[src/rtl/tomasulo_pkg.sv]
// Shared Tomasulo core types: register/tag/data widths, tag and register-status types.
// Latency: n/a (types and constants only).
// Backpressure: n/a.
package tomasulo_pkg;

    localparam int NUM_REGS   = 32;
    localparam int REG_ADDR_W = 5;
    localparam int TAG_WIDTH  = 4;
    localparam int DATA_WIDTH = 32;

    typedef logic [TAG_WIDTH-1:0]  tag_t;
    typedef logic [REG_ADDR_W-1:0] reg_addr_t;
    typedef logic [DATA_WIDTH-1:0] data_t;
    typedef logic [REG_ADDR_W:0]   cnt_t;

    // Tag 0 means "value is in the regfile, no producer outstanding".
    localparam tag_t NO_TAG   = '0;
    localparam cnt_t CNT_ONE  = cnt_t'(1);

    typedef struct packed {
        tag_t Qi;
    } RegisterStat_t;

endpackage

[src/rtl/register_status_unit_if.sv]
// Bundle of issue, source-lookup, CDB and regfile-write signals around the register-status unit.
// Latency: n/a (wiring only).
// Backpressure: none; every request is accepted in the cycle it is presented.
interface register_status_unit_if;
    import tomasulo_pkg::*;

    logic      issue_valid;
    reg_addr_t issue_rd;
    tag_t      issue_tag;

    reg_addr_t src1_addr;
    reg_addr_t src2_addr;
    logic      src1_busy;
    logic      src2_busy;
    tag_t      src1_tag;
    tag_t      src2_tag;
    logic      src1_fwd;
    logic      src2_fwd;
    data_t     src1_fwd_data;
    data_t     src2_fwd_data;

    logic      cdb_valid;
    tag_t      cdb_tag;
    data_t     cdb_data;

    logic      Reg_writevalid;
    reg_addr_t Reg_writeaddr;
    data_t     Reg_writedata;
    cnt_t      busy_count;
    logic      alias_err;

    // Issue/reservation-station/CDB side.
    modport master (
        output issue_valid, issue_rd, issue_tag,
        output src1_addr, src2_addr,
        output cdb_valid, cdb_tag, cdb_data,
        input  src1_busy, src2_busy, src1_tag, src2_tag,
        input  src1_fwd, src2_fwd, src1_fwd_data, src2_fwd_data,
        input  Reg_writevalid, Reg_writeaddr, Reg_writedata,
        input  busy_count, alias_err
    );

    // Register-status unit side.
    modport slave (
        input  issue_valid, issue_rd, issue_tag,
        input  src1_addr, src2_addr,
        input  cdb_valid, cdb_tag, cdb_data,
        output src1_busy, src2_busy, src1_tag, src2_tag,
        output src1_fwd, src2_fwd, src1_fwd_data, src2_fwd_data,
        output Reg_writevalid, Reg_writeaddr, Reg_writedata,
        output busy_count, alias_err
    );

endinterface

[src/rtl/register_status_unit_lookup.sv]
// Per-source operand lookup: busy/tag from Qi, with forwarding from the live CDB or the pending regfile write.
// Latency: purely combinational.
// Backpressure: none.
module reg_status_lookup
    import tomasulo_pkg::*;
(
    input  reg_addr_t addr,
    input  tag_t      qi,
    input  logic      cdb_valid,
    input  tag_t      cdb_tag,
    input  data_t     cdb_data,
    input  logic      wr_vld,
    input  reg_addr_t wr_addr,
    input  data_t     wr_data,
    output logic      busy,
    output tag_t      tag,
    output logic      fwd,
    output data_t     fwd_data
);

    // Priority: x0, live CDB hit, still pending, landing regfile write, plain regfile read.
    always_comb begin
        busy     = 1'b0;
        tag      = NO_TAG;
        fwd      = 1'b0;
        fwd_data = '0;
        if (addr == '0) begin
            busy = 1'b0;
        end else if (qi != NO_TAG && cdb_valid && qi == cdb_tag) begin
            fwd      = 1'b1;
            fwd_data = cdb_data;
        end else if (qi != NO_TAG) begin
            busy = 1'b1;
            tag  = qi;
        end else if (wr_vld && wr_addr == addr) begin
            fwd      = 1'b1;
            fwd_data = wr_data;
        end
    end

endmodule

[src/rtl/register_status_unit.sv]
// Register-status (Qi) table: renames destinations, retires them on CDB tag match and drives the regfile write port.
// Latency: rename/retire take effect on the next edge; regfile write is registered, 1 cycle after the CDB broadcast.
// Backpressure: none; issue and CDB inputs are always accepted, lookups are combinational.
module register_status_unit
    import tomasulo_pkg::*;
(
    input  logic                    clk,
    input  logic                    reset,
    register_status_unit_if.slave   rsu
);

    RegisterStat_t qi_q [NUM_REGS];
    RegisterStat_t qi_d [NUM_REGS];
    logic          wr_vld_q,  wr_vld_d;
    reg_addr_t     wr_addr_q, wr_addr_d;
    data_t         wr_data_q, wr_data_d;
    cnt_t          busy_cnt_q, busy_cnt_d;
    logic          alias_q,   alias_d;

    logic          rename_hit;
    logic          cdb_hit;
    logic          match_seen;

    // Next-state table: rename beats retire; lowest non-renamed match gets the regfile write.
    always_comb begin
        qi_d       = qi_q;
        wr_vld_d   = 1'b0;
        wr_addr_d  = wr_addr_q;
        wr_data_d  = wr_data_q;
        busy_cnt_d = '0;
        alias_d    = alias_q;
        rename_hit = 1'b0;
        cdb_hit    = 1'b0;
        match_seen = 1'b0;
        for (int r = 1; r < NUM_REGS; r++) begin
            rename_hit = rsu.issue_valid && (rsu.issue_rd == reg_addr_t'(r))
                         && (rsu.issue_tag != NO_TAG);
            cdb_hit    = rsu.cdb_valid && (qi_q[r].Qi != NO_TAG)
                         && (qi_q[r].Qi == rsu.cdb_tag);
            if (cdb_hit) begin
                if (match_seen) begin
                    alias_d = 1'b1;
                end
                match_seen = 1'b1;
            end
            if (rename_hit) begin
                qi_d[r].Qi = rsu.issue_tag;
            end else if (cdb_hit) begin
                qi_d[r].Qi = NO_TAG;
                if (!wr_vld_d) begin
                    wr_vld_d  = 1'b1;
                    wr_addr_d = reg_addr_t'(r);
                    wr_data_d = rsu.cdb_data;
                end
            end
            if (qi_d[r].Qi != NO_TAG) begin
                busy_cnt_d = busy_cnt_d + CNT_ONE;
            end
        end
    end

    // State registers; reset drops all renames and any write in flight.
    always_ff @(posedge clk or negedge reset) begin
        if (!reset) begin
            for (int r = 0; r < NUM_REGS; r++) begin
                qi_q[r] <= '0;
            end
            wr_vld_q   <= 1'b0;
            wr_addr_q  <= '0;
            wr_data_q  <= '0;
            busy_cnt_q <= '0;
            alias_q    <= 1'b0;
        end else begin
            qi_q       <= qi_d;
            wr_vld_q   <= wr_vld_d;
            wr_addr_q  <= wr_addr_d;
            wr_data_q  <= wr_data_d;
            busy_cnt_q <= busy_cnt_d;
            alias_q    <= alias_d;
        end
    end

    assign rsu.Reg_writevalid = wr_vld_q;
    assign rsu.Reg_writeaddr  = wr_addr_q;
    assign rsu.Reg_writedata  = wr_data_q;
    assign rsu.busy_count     = busy_cnt_q;
    assign rsu.alias_err      = alias_q;

    reg_status_lookup u_lookup_src1 (
        .addr      (rsu.src1_addr),
        .qi        (qi_q[rsu.src1_addr].Qi),
        .cdb_valid (rsu.cdb_valid),
        .cdb_tag   (rsu.cdb_tag),
        .cdb_data  (rsu.cdb_data),
        .wr_vld    (wr_vld_q),
        .wr_addr   (wr_addr_q),
        .wr_data   (wr_data_q),
        .busy      (rsu.src1_busy),
        .tag       (rsu.src1_tag),
        .fwd       (rsu.src1_fwd),
        .fwd_data  (rsu.src1_fwd_data)
    );

    reg_status_lookup u_lookup_src2 (
        .addr      (rsu.src2_addr),
        .qi        (qi_q[rsu.src2_addr].Qi),
        .cdb_valid (rsu.cdb_valid),
        .cdb_tag   (rsu.cdb_tag),
        .cdb_data  (rsu.cdb_data),
        .wr_vld    (wr_vld_q),
        .wr_addr   (wr_addr_q),
        .wr_data   (wr_data_q),
        .busy      (rsu.src2_busy),
        .tag       (rsu.src2_tag),
        .fwd       (rsu.src2_fwd),
        .fwd_data  (rsu.src2_fwd_data)
    );

endmodule
[src/flat_wrapper.sv]
// flat-port wrapper written by rule: the top's interface ports become plain ports
module register_status_unit_flat import tomasulo_pkg::*;
  (clk, reset, rsu_issue_valid, rsu_issue_rd, rsu_issue_tag, rsu_src1_addr, rsu_src2_addr, rsu_cdb_valid, rsu_cdb_tag, rsu_cdb_data, rsu_src1_busy, rsu_src2_busy, rsu_src1_tag, rsu_src2_tag, rsu_src1_fwd, rsu_src2_fwd, rsu_src1_fwd_data, rsu_src2_fwd_data, rsu_Reg_writevalid, rsu_Reg_writeaddr, rsu_Reg_writedata, rsu_busy_count, rsu_alias_err);
  register_status_unit_if rsu_i ();
  input  logic clk;
  input  logic reset;
  input wire logic [$bits(rsu_i.issue_valid)-1:0] rsu_issue_valid;
  input wire logic [$bits(rsu_i.issue_rd)-1:0] rsu_issue_rd;
  input wire logic [$bits(rsu_i.issue_tag)-1:0] rsu_issue_tag;
  input wire logic [$bits(rsu_i.src1_addr)-1:0] rsu_src1_addr;
  input wire logic [$bits(rsu_i.src2_addr)-1:0] rsu_src2_addr;
  input wire logic [$bits(rsu_i.cdb_valid)-1:0] rsu_cdb_valid;
  input wire logic [$bits(rsu_i.cdb_tag)-1:0] rsu_cdb_tag;
  input wire logic [$bits(rsu_i.cdb_data)-1:0] rsu_cdb_data;
  output wire logic [$bits(rsu_i.src1_busy)-1:0] rsu_src1_busy;
  output wire logic [$bits(rsu_i.src2_busy)-1:0] rsu_src2_busy;
  output wire logic [$bits(rsu_i.src1_tag)-1:0] rsu_src1_tag;
  output wire logic [$bits(rsu_i.src2_tag)-1:0] rsu_src2_tag;
  output wire logic [$bits(rsu_i.src1_fwd)-1:0] rsu_src1_fwd;
  output wire logic [$bits(rsu_i.src2_fwd)-1:0] rsu_src2_fwd;
  output wire logic [$bits(rsu_i.src1_fwd_data)-1:0] rsu_src1_fwd_data;
  output wire logic [$bits(rsu_i.src2_fwd_data)-1:0] rsu_src2_fwd_data;
  output wire logic [$bits(rsu_i.Reg_writevalid)-1:0] rsu_Reg_writevalid;
  output wire logic [$bits(rsu_i.Reg_writeaddr)-1:0] rsu_Reg_writeaddr;
  output wire logic [$bits(rsu_i.Reg_writedata)-1:0] rsu_Reg_writedata;
  output wire logic [$bits(rsu_i.busy_count)-1:0] rsu_busy_count;
  output wire logic [$bits(rsu_i.alias_err)-1:0] rsu_alias_err;
  assign rsu_i.issue_valid = rsu_issue_valid;
  assign rsu_i.issue_rd = rsu_issue_rd;
  assign rsu_i.issue_tag = rsu_issue_tag;
  assign rsu_i.src1_addr = rsu_src1_addr;
  assign rsu_i.src2_addr = rsu_src2_addr;
  assign rsu_i.cdb_valid = rsu_cdb_valid;
  assign rsu_i.cdb_tag = rsu_cdb_tag;
  assign rsu_i.cdb_data = rsu_cdb_data;
  assign rsu_src1_busy = rsu_i.src1_busy;
  assign rsu_src2_busy = rsu_i.src2_busy;
  assign rsu_src1_tag = rsu_i.src1_tag;
  assign rsu_src2_tag = rsu_i.src2_tag;
  assign rsu_src1_fwd = rsu_i.src1_fwd;
  assign rsu_src2_fwd = rsu_i.src2_fwd;
  assign rsu_src1_fwd_data = rsu_i.src1_fwd_data;
  assign rsu_src2_fwd_data = rsu_i.src2_fwd_data;
  assign rsu_Reg_writevalid = rsu_i.Reg_writevalid;
  assign rsu_Reg_writeaddr = rsu_i.Reg_writeaddr;
  assign rsu_Reg_writedata = rsu_i.Reg_writedata;
  assign rsu_busy_count = rsu_i.busy_count;
  assign rsu_alias_err = rsu_i.alias_err;
  register_status_unit u_core (.clk(clk), .reset(reset), .rsu(rsu_i));
endmodule
[config.mk]
export PLATFORM = sky130hd
export DESIGN_NAME = register_status_unit_flat
export DESIGN_NICKNAME = d
export VERILOG_FILES = /design/src/rtl/tomasulo_pkg.sv /design/src/rtl/register_status_unit_if.sv /design/src/rtl/register_status_unit_lookup.sv /design/src/rtl/register_status_unit.sv /design/src/flat_wrapper.sv
export SDC_FILE = /design/constraint.sdc
export NUM_CORES = 1
export LEC_CHECK = 0
export ABC_AREA = 0
export BUFFER_PORTS_ARGS = -buffer_cell sky130_fd_sc_hd__buf_2
export CAP_MARGIN = 20
export CORE_AREA = 10 10 208 210
export DETAILED_ROUTE_END_ITERATION = 8
export DIE_AREA = 0 0 218 220
export MAX_ROUTING_LAYER = met4
export SETUP_SLACK_MARGIN = 0.5
export SLEW_MARGIN = 10
export SYNTH_ARGS = -nofsm -noshare
export SYNTH_HDL_FRONTEND = slang
export SYNTH_SLANG_ARGS = --single-unit
[constraint.sdc]
create_clock -name clk -period 23.6 [get_ports clk]
set_clock_uncertainty 0.15 [all_clocks]
set_input_delay 3.54 -clock clk [delete_from_list [all_inputs] [get_ports clk]]
set_output_delay 3.54 -clock clk [all_outputs]
set_load 0.005 [all_outputs]
== After elaboration in Yosys (flattened, before gate mapping) ==
Index checks and enable logic that the tools add are counted.

* Bitwise logic cells: 2
* Mux-type cells: 462
* Order comparisons: 2
* Reduce and logical (&&, ||, !) cells: 197
* $add $sub $neg: 30
* Eq/ne operators: 66

{| class="wikitable"
|+ Operators by type and width
! operator !! number
|-
| two-way mux 32 bit || 100
|-
| two-way mux 5 bit || 92
|-
| two-way mux 4 bit || 72
|-
| nonzero test 4 bit || 65
|-
| two-way mux 6 bit || 30
|-
| adder 6 x 1 -> 6 bit (second input constant) || 29
|-
| two-way mux 1 bit || 166
|-
| == test 4 bit || 33
|-
| logical AND 1 bit || 130
|-
| == test 5 bit (second input constant) || 16
|-
| binary-select mux 4 bit (select 5 bit) || 2
|-
| == test 5 x 4 -> 1 bit (second input constant) || 8
|-
| == test 5 x 3 -> 1 bit (second input constant) || 4
|-
| >= comparator 6 bit (second input constant) || 2
|-
| inverter 5 -> 6 bit || 2
|-
| == test 5 x 2 -> 1 bit (second input constant) || 2
|-
| == test 5 bit || 2
|-
| zero test 5 bit || 2
|-
| == test 5 x 1 -> 1 bit (second input constant) || 1
|-
| adder 1 x 1 -> 2 bit (second input constant) || 1
|}

* Input port bits: 59
* Flip-flop bits (word level): 169
* Logic and storage cells: 795

== Longest topological paths before layout ==
* Depth in word-level cells: 95
* Mapped depth: 100
* Depth with buffers taken out: 96

== By module ==
Synthesis repeated with hierarchy kept, for this count alone.

* Cell total of the unflattened synthesis: 2045
* Area, all modules: 17379.2 µm²

{| class="wikitable"
|+ Modules (own cells, without submodules)
! module !! cells an instance !! times used !! area each (µm²) !! sequential area each (µm²)
|-
| register_status_unit || 1907 || 1 || 16225.6 || 4229.1
|-
| reg_status_lookup || 69 || 2 || 576.8 || 0.0
|}

== Worst setup path after synthesis ==
OpenSTA, ideal clock, no wires.

* Path type: input port to flip-flop
* Start: input rsu_cdb_tag[1]
* End: register u_core.busy_cnt_q[5] (netlist: u_core.rsu.busy_count[5])
* Arrival time: 21.108 ns
* Setup time: 0.134 ns
* Required time: 23.316 ns
* Slack: 2.208 ns
* Buffers on the path: 6
* Stages on the path: 98
* Path through: buf_6 > buf_2 > buf_2 > buf_1 > xor2_1 > nor2_1 > and4_1 > clkbuf_1 > o21ai_0 > or4_1 > ha_1 > clkbuf_1 > xnor2_1 > ha_1 > nand2_1 > nand2_1 > ha_1 > inv_1 > [62 not listed] > ha_1 > mux2_2 > ha_1 > mux2_2 > ha_1 > mux2_2 > ha_1 > nand2_1 > nand2_1 > ha_1 > mux2_2 > ha_1 > a21oi_1 > nand2b_1 > nor2_1 > a21oi_1 > nor3_2 > xnor3_1

{| class="wikitable"
|+ RTL lines
! item !! RTL line !! source
|-
| start, declared || flat_wrapper.sv:13 || <nowiki>input wire logic [$bits(rsu_i.cdb_tag)-1:0] rsu_cdb_tag;</nowiki>
|-
| end signal, assigned || register_status_unit.sv:78 || <nowiki>busy_cnt_q <= busy_cnt_d;</nowiki>
|-
| end, declared || register_status_unit.sv:17 || <nowiki>cnt_t busy_cnt_q, busy_cnt_d;</nowiki>
|}

==> results.cfg <==
[layout]
ff_latch_area_mm2 = 0.00423
final_nets = 2317
finish.instance_area_mm2 = 0.0194
multi_input_area_mm2 = 0.0126
drive_above_1_share = 0.183
n_fill_cell = 3835
layout-area-overhead-vs-synth_pct = 11.9

[job]
maxCapViolations = 0

[worst_setup_path]
cp.required_ns = 23.80
worstSetupStartpointType = primary input
worst_path_largest_cell_delay_ns = 0.64
slowest_stage = or4_4
crit_path_end_kind = flop
cpMostUsedCell = ha_1
cp_max_fo = 9
crit_type = in2reg
r2r_cells = 95
crit_arrival_ns = 21.98

[floorplanning]
num_rows = 73
fp.dieArea_mm2 = 0.0480
initial_utilization = 0.442
ios = 180
core_area_mm2 = 0.0393
die-height_um = 220
dieWidth_um = 218

[synthesis]
yosysUniqueCellTypes = 104
syn_avg_cell_area_um2 = 8.24
syn_nets = 2194
synth-async-reset-ratio = 1.00
synth_area_mm2 = 0.0173
ys_seq_elements = 169
synth-edff-count = 0
synth_warnings = 0
syn_inst = 2105
ys.flop_type = dfrtp_1
seq_area_frac_synth = 0.244

[clock_network]
clockRootBuffer = clkbuf_16
insertion_delay_ns = 0.47
clk_path_buf_depth = 2
htreeDepth = 4
numCtsBuffers = 17
clk_pin_slew_ns = 0.07
cts_sinks = 169
tritoncts = done

[sta]
max_freq_mhz = 45.9
hold_violations = 0
timing.slew.headroom = 0.220
fin_crit_sh = 0.923
min_period_ns = 21.78
setup_viol = 0
worst_pin_slew_ns = 1.16
slew_violations = 0
setup_tns_ns = 0
rsz0062_at_grt = false

[placement]
io_buffer_count = 179
dp_hpwl_um = 49000
gp_congestion = 0.972
placed_area_mm2 = 0.0187

[hold_path]
hp-class = reg2reg
holdPathStages = 2

[routing]
via_per_inst = 6.24
num_vias = 17300
drtAntennaViolNets = 0
drtIter0Drc = 1657
route.detailed.drc = 0
routed_wirelength_um = 65000
wire_per_inst_um = 23.5
dr.pass1.iters = 5

[grt]
grt_pass1_vias = 16600
grt_max_degree = 95
grt_overflow = 0
antenna_found_initial = 5
grtUsageTotal = 0.272
grt_pass1_wl_um = 99100

[status]
status = finished clean
[cell families after synthesis]
kind of cell | share of synthesized area
and+or+nand+nor | 0.252
AOI/OAI and AO/OA | 0.152
xor gates and xnor gates | 0.143
muxes | 0.152
DFF | 0.244
buffers and inverters | 0.0333
adders and majority gates | 0.0240
[per-stage QoR]
| step | hold slack (ns) | util | std cells | setup slack, ns |
|---|---|---|---|---|
| 3_3_place_gp | 0.348 | 0.475 | 2731 | 1.46 |
| 5_1_grt | 0.414 | 0.494 | 2771 | 0.540 |
| 4_1_cts | 0.379 | 0.491 | 2763 | 1.01 |
| 6_report | 0.379 | 0.494 | 2771 | 1.82 |
| 3_5_place_dp | 0.361 | 0.475 | 2731 | 0.578 |
| 2_1_floorplan | 0.354 | - | 2105 | 2.21 |
[placed cells by master, fill, tap and decap left out, drive strengths merged, types with 15 or more instances in the layout]
| master | Yosys | final |
|---|---|---|
| mux2i | 81 | 81 |
| xor2 | 100 | 100 |
| buf | 32 | 207 |
| mux2 | 18 | 18 |
| clkbuf | 72 | 22 |
| nand2b | 15 | 15 |
| o22ai | 16 | 16 |
| or4 | 24 | 24 |
| a21oi | 73 | 73 |
| or2 | 16 | 16 |
| dfrtp | 169 | 169 |
| mux4 | 72 | 72 |
| nor2 | 197 | 197 |
| xnor2 | 117 | 117 |
| nor3 | 44 | 44 |
| a21o | 15 | 15 |
| nor4 | 40 | 40 |
| nand3 | 47 | 47 |
| o21ai | 183 | 183 |
| nand4 | 37 | 37 |
| xnor3 | 16 | 16 |
| or3 | 16 | 16 |
| nand2 | 432 | 432 |
| ha | 30 | 30 |
| and2 | 17 | 17 |
| inv | 32 | 36 |
[what timing repair did]
item	4_1_cts	5_1_grt
setup buffers	0	1
endpoints found under the hold margin	0	0
setup endpoints to repair	0	5
hold buffers	0	0
resized for setup	0	28
[synth_stat cells (6+ instances only)]
cell type,count,share of area
a211oi_1,6,0.0026
a21o_1,14,0.0061
a21oi_1,71,0.020
a22o_1,13,0.0066
a31oi_1,14,0.0050
a41oi_1,10,0.0050
and2_1,16,0.0058
and3_1,14,0.0050
buf_1,9,0.0019
buf_2,17,0.0049
clkbuf_1,72,0.016
dfrtp_1,169,0.24
ha_1,30,0.022
inv_1,30,0.0065
mux2_2,17,0.011
mux2i_1,81,0.047
mux4_2,72,0.094
nand2_1,431,0.093
nand2b_1,15,0.0054
nand3_1,44,0.013
nand3b_1,7,0.0030
nand4_1,36,0.013
nor2_1,196,0.042
nor2b_1,14,0.0050
nor3_1,41,0.012
nor4_1,39,0.014
o21a_1,8,0.0035
o21ai_0,168,0.048
o21ai_1,13,0.0038
o22ai_1,16,0.0058
o2bb2ai_1,10,0.0050
o41ai_1,7,0.0035
or2_2,14,0.0050
or3_1,16,0.0058
or4_1,23,0.010
xnor2_1,104,0.053
xnor2_2,9,0.0084
xnor3_1,9,0.012
xnor3_2,7,0.0096
xor2_1,94,0.047
xor2_2,6,0.0056
[layer usage]
layer  global-route usage  up-vias  wire length [µm]
met5                    -        -                 0
met4                0.109        0              2710
met3               0.0546      182              5850
met2                0.425      885             30100
met1                0.339     8376             26400
li1                     -     7846                 -
[worst paths after layout]
kind / from / to / slack [ns]
max: rsu_issue_tag[0] / u_core.rsu.busy_count[5]$_DFF_PN0_ / 1.82
min: u_core.rsu.Reg_writedata[7]$_DFF_PN0_ / u_core.rsu.Reg_writedata[7]$_DFF_PN0_ / 0.38
max reg2reg: u_core.qi_q[117]$_DFF_PN0_ / u_core.rsu.busy_count[5]$_DFF_PN0_ / 4.93
min reg2reg: u_core.rsu.Reg_writedata[7]$_DFF_PN0_ / u_core.rsu.Reg_writedata[7]$_DFF_PN0_ / 0.38
max in group asynchronous: reset / u_core.qi_q[97]$_DFF_PN0_ / 19.11
min in group asynchronous: reset / u_core.rsu.Reg_writedata[29]$_DFF_PN0_ / 3.02
[critical path: cells and delay by family]
family	cells	cell delay, ns
compound gates	24	3.34
xor+xnor	1	0.35
buf+inv	8	0.67
mux	7	1.89
fa+ha+maj	28	7.88
simple gates	29	4.23
[final cells by class]
class / instances / share of cell area
inverters: 34 / 0.00658
clock buffers: 21 / 0.0237
flip-flops and latches: 169 / 0.218
well taps: 525 / 0.0339
diodes: 5 / 0.000645
repair buffers: 208 / 0.0600
clock inverters: 11 / 0.00709
multi-input cells: 1798 / 0.650
[sequential cells by signal, summed over array words and instances, names as in the netlist]
register and count:
u_core.rsu.Reg_writevalid 1, u_core.rsu.alias_err 1, u_core.rsu.busy_count 6, u_core.rsu.Reg_writedata 32, u_core.qi_q 124, u_core.rsu.Reg_writeaddr 5
Power is left out: the tool's default activity adds up to more than one toggle a clock period on the data nets, which glitch-free logic cannot reach.
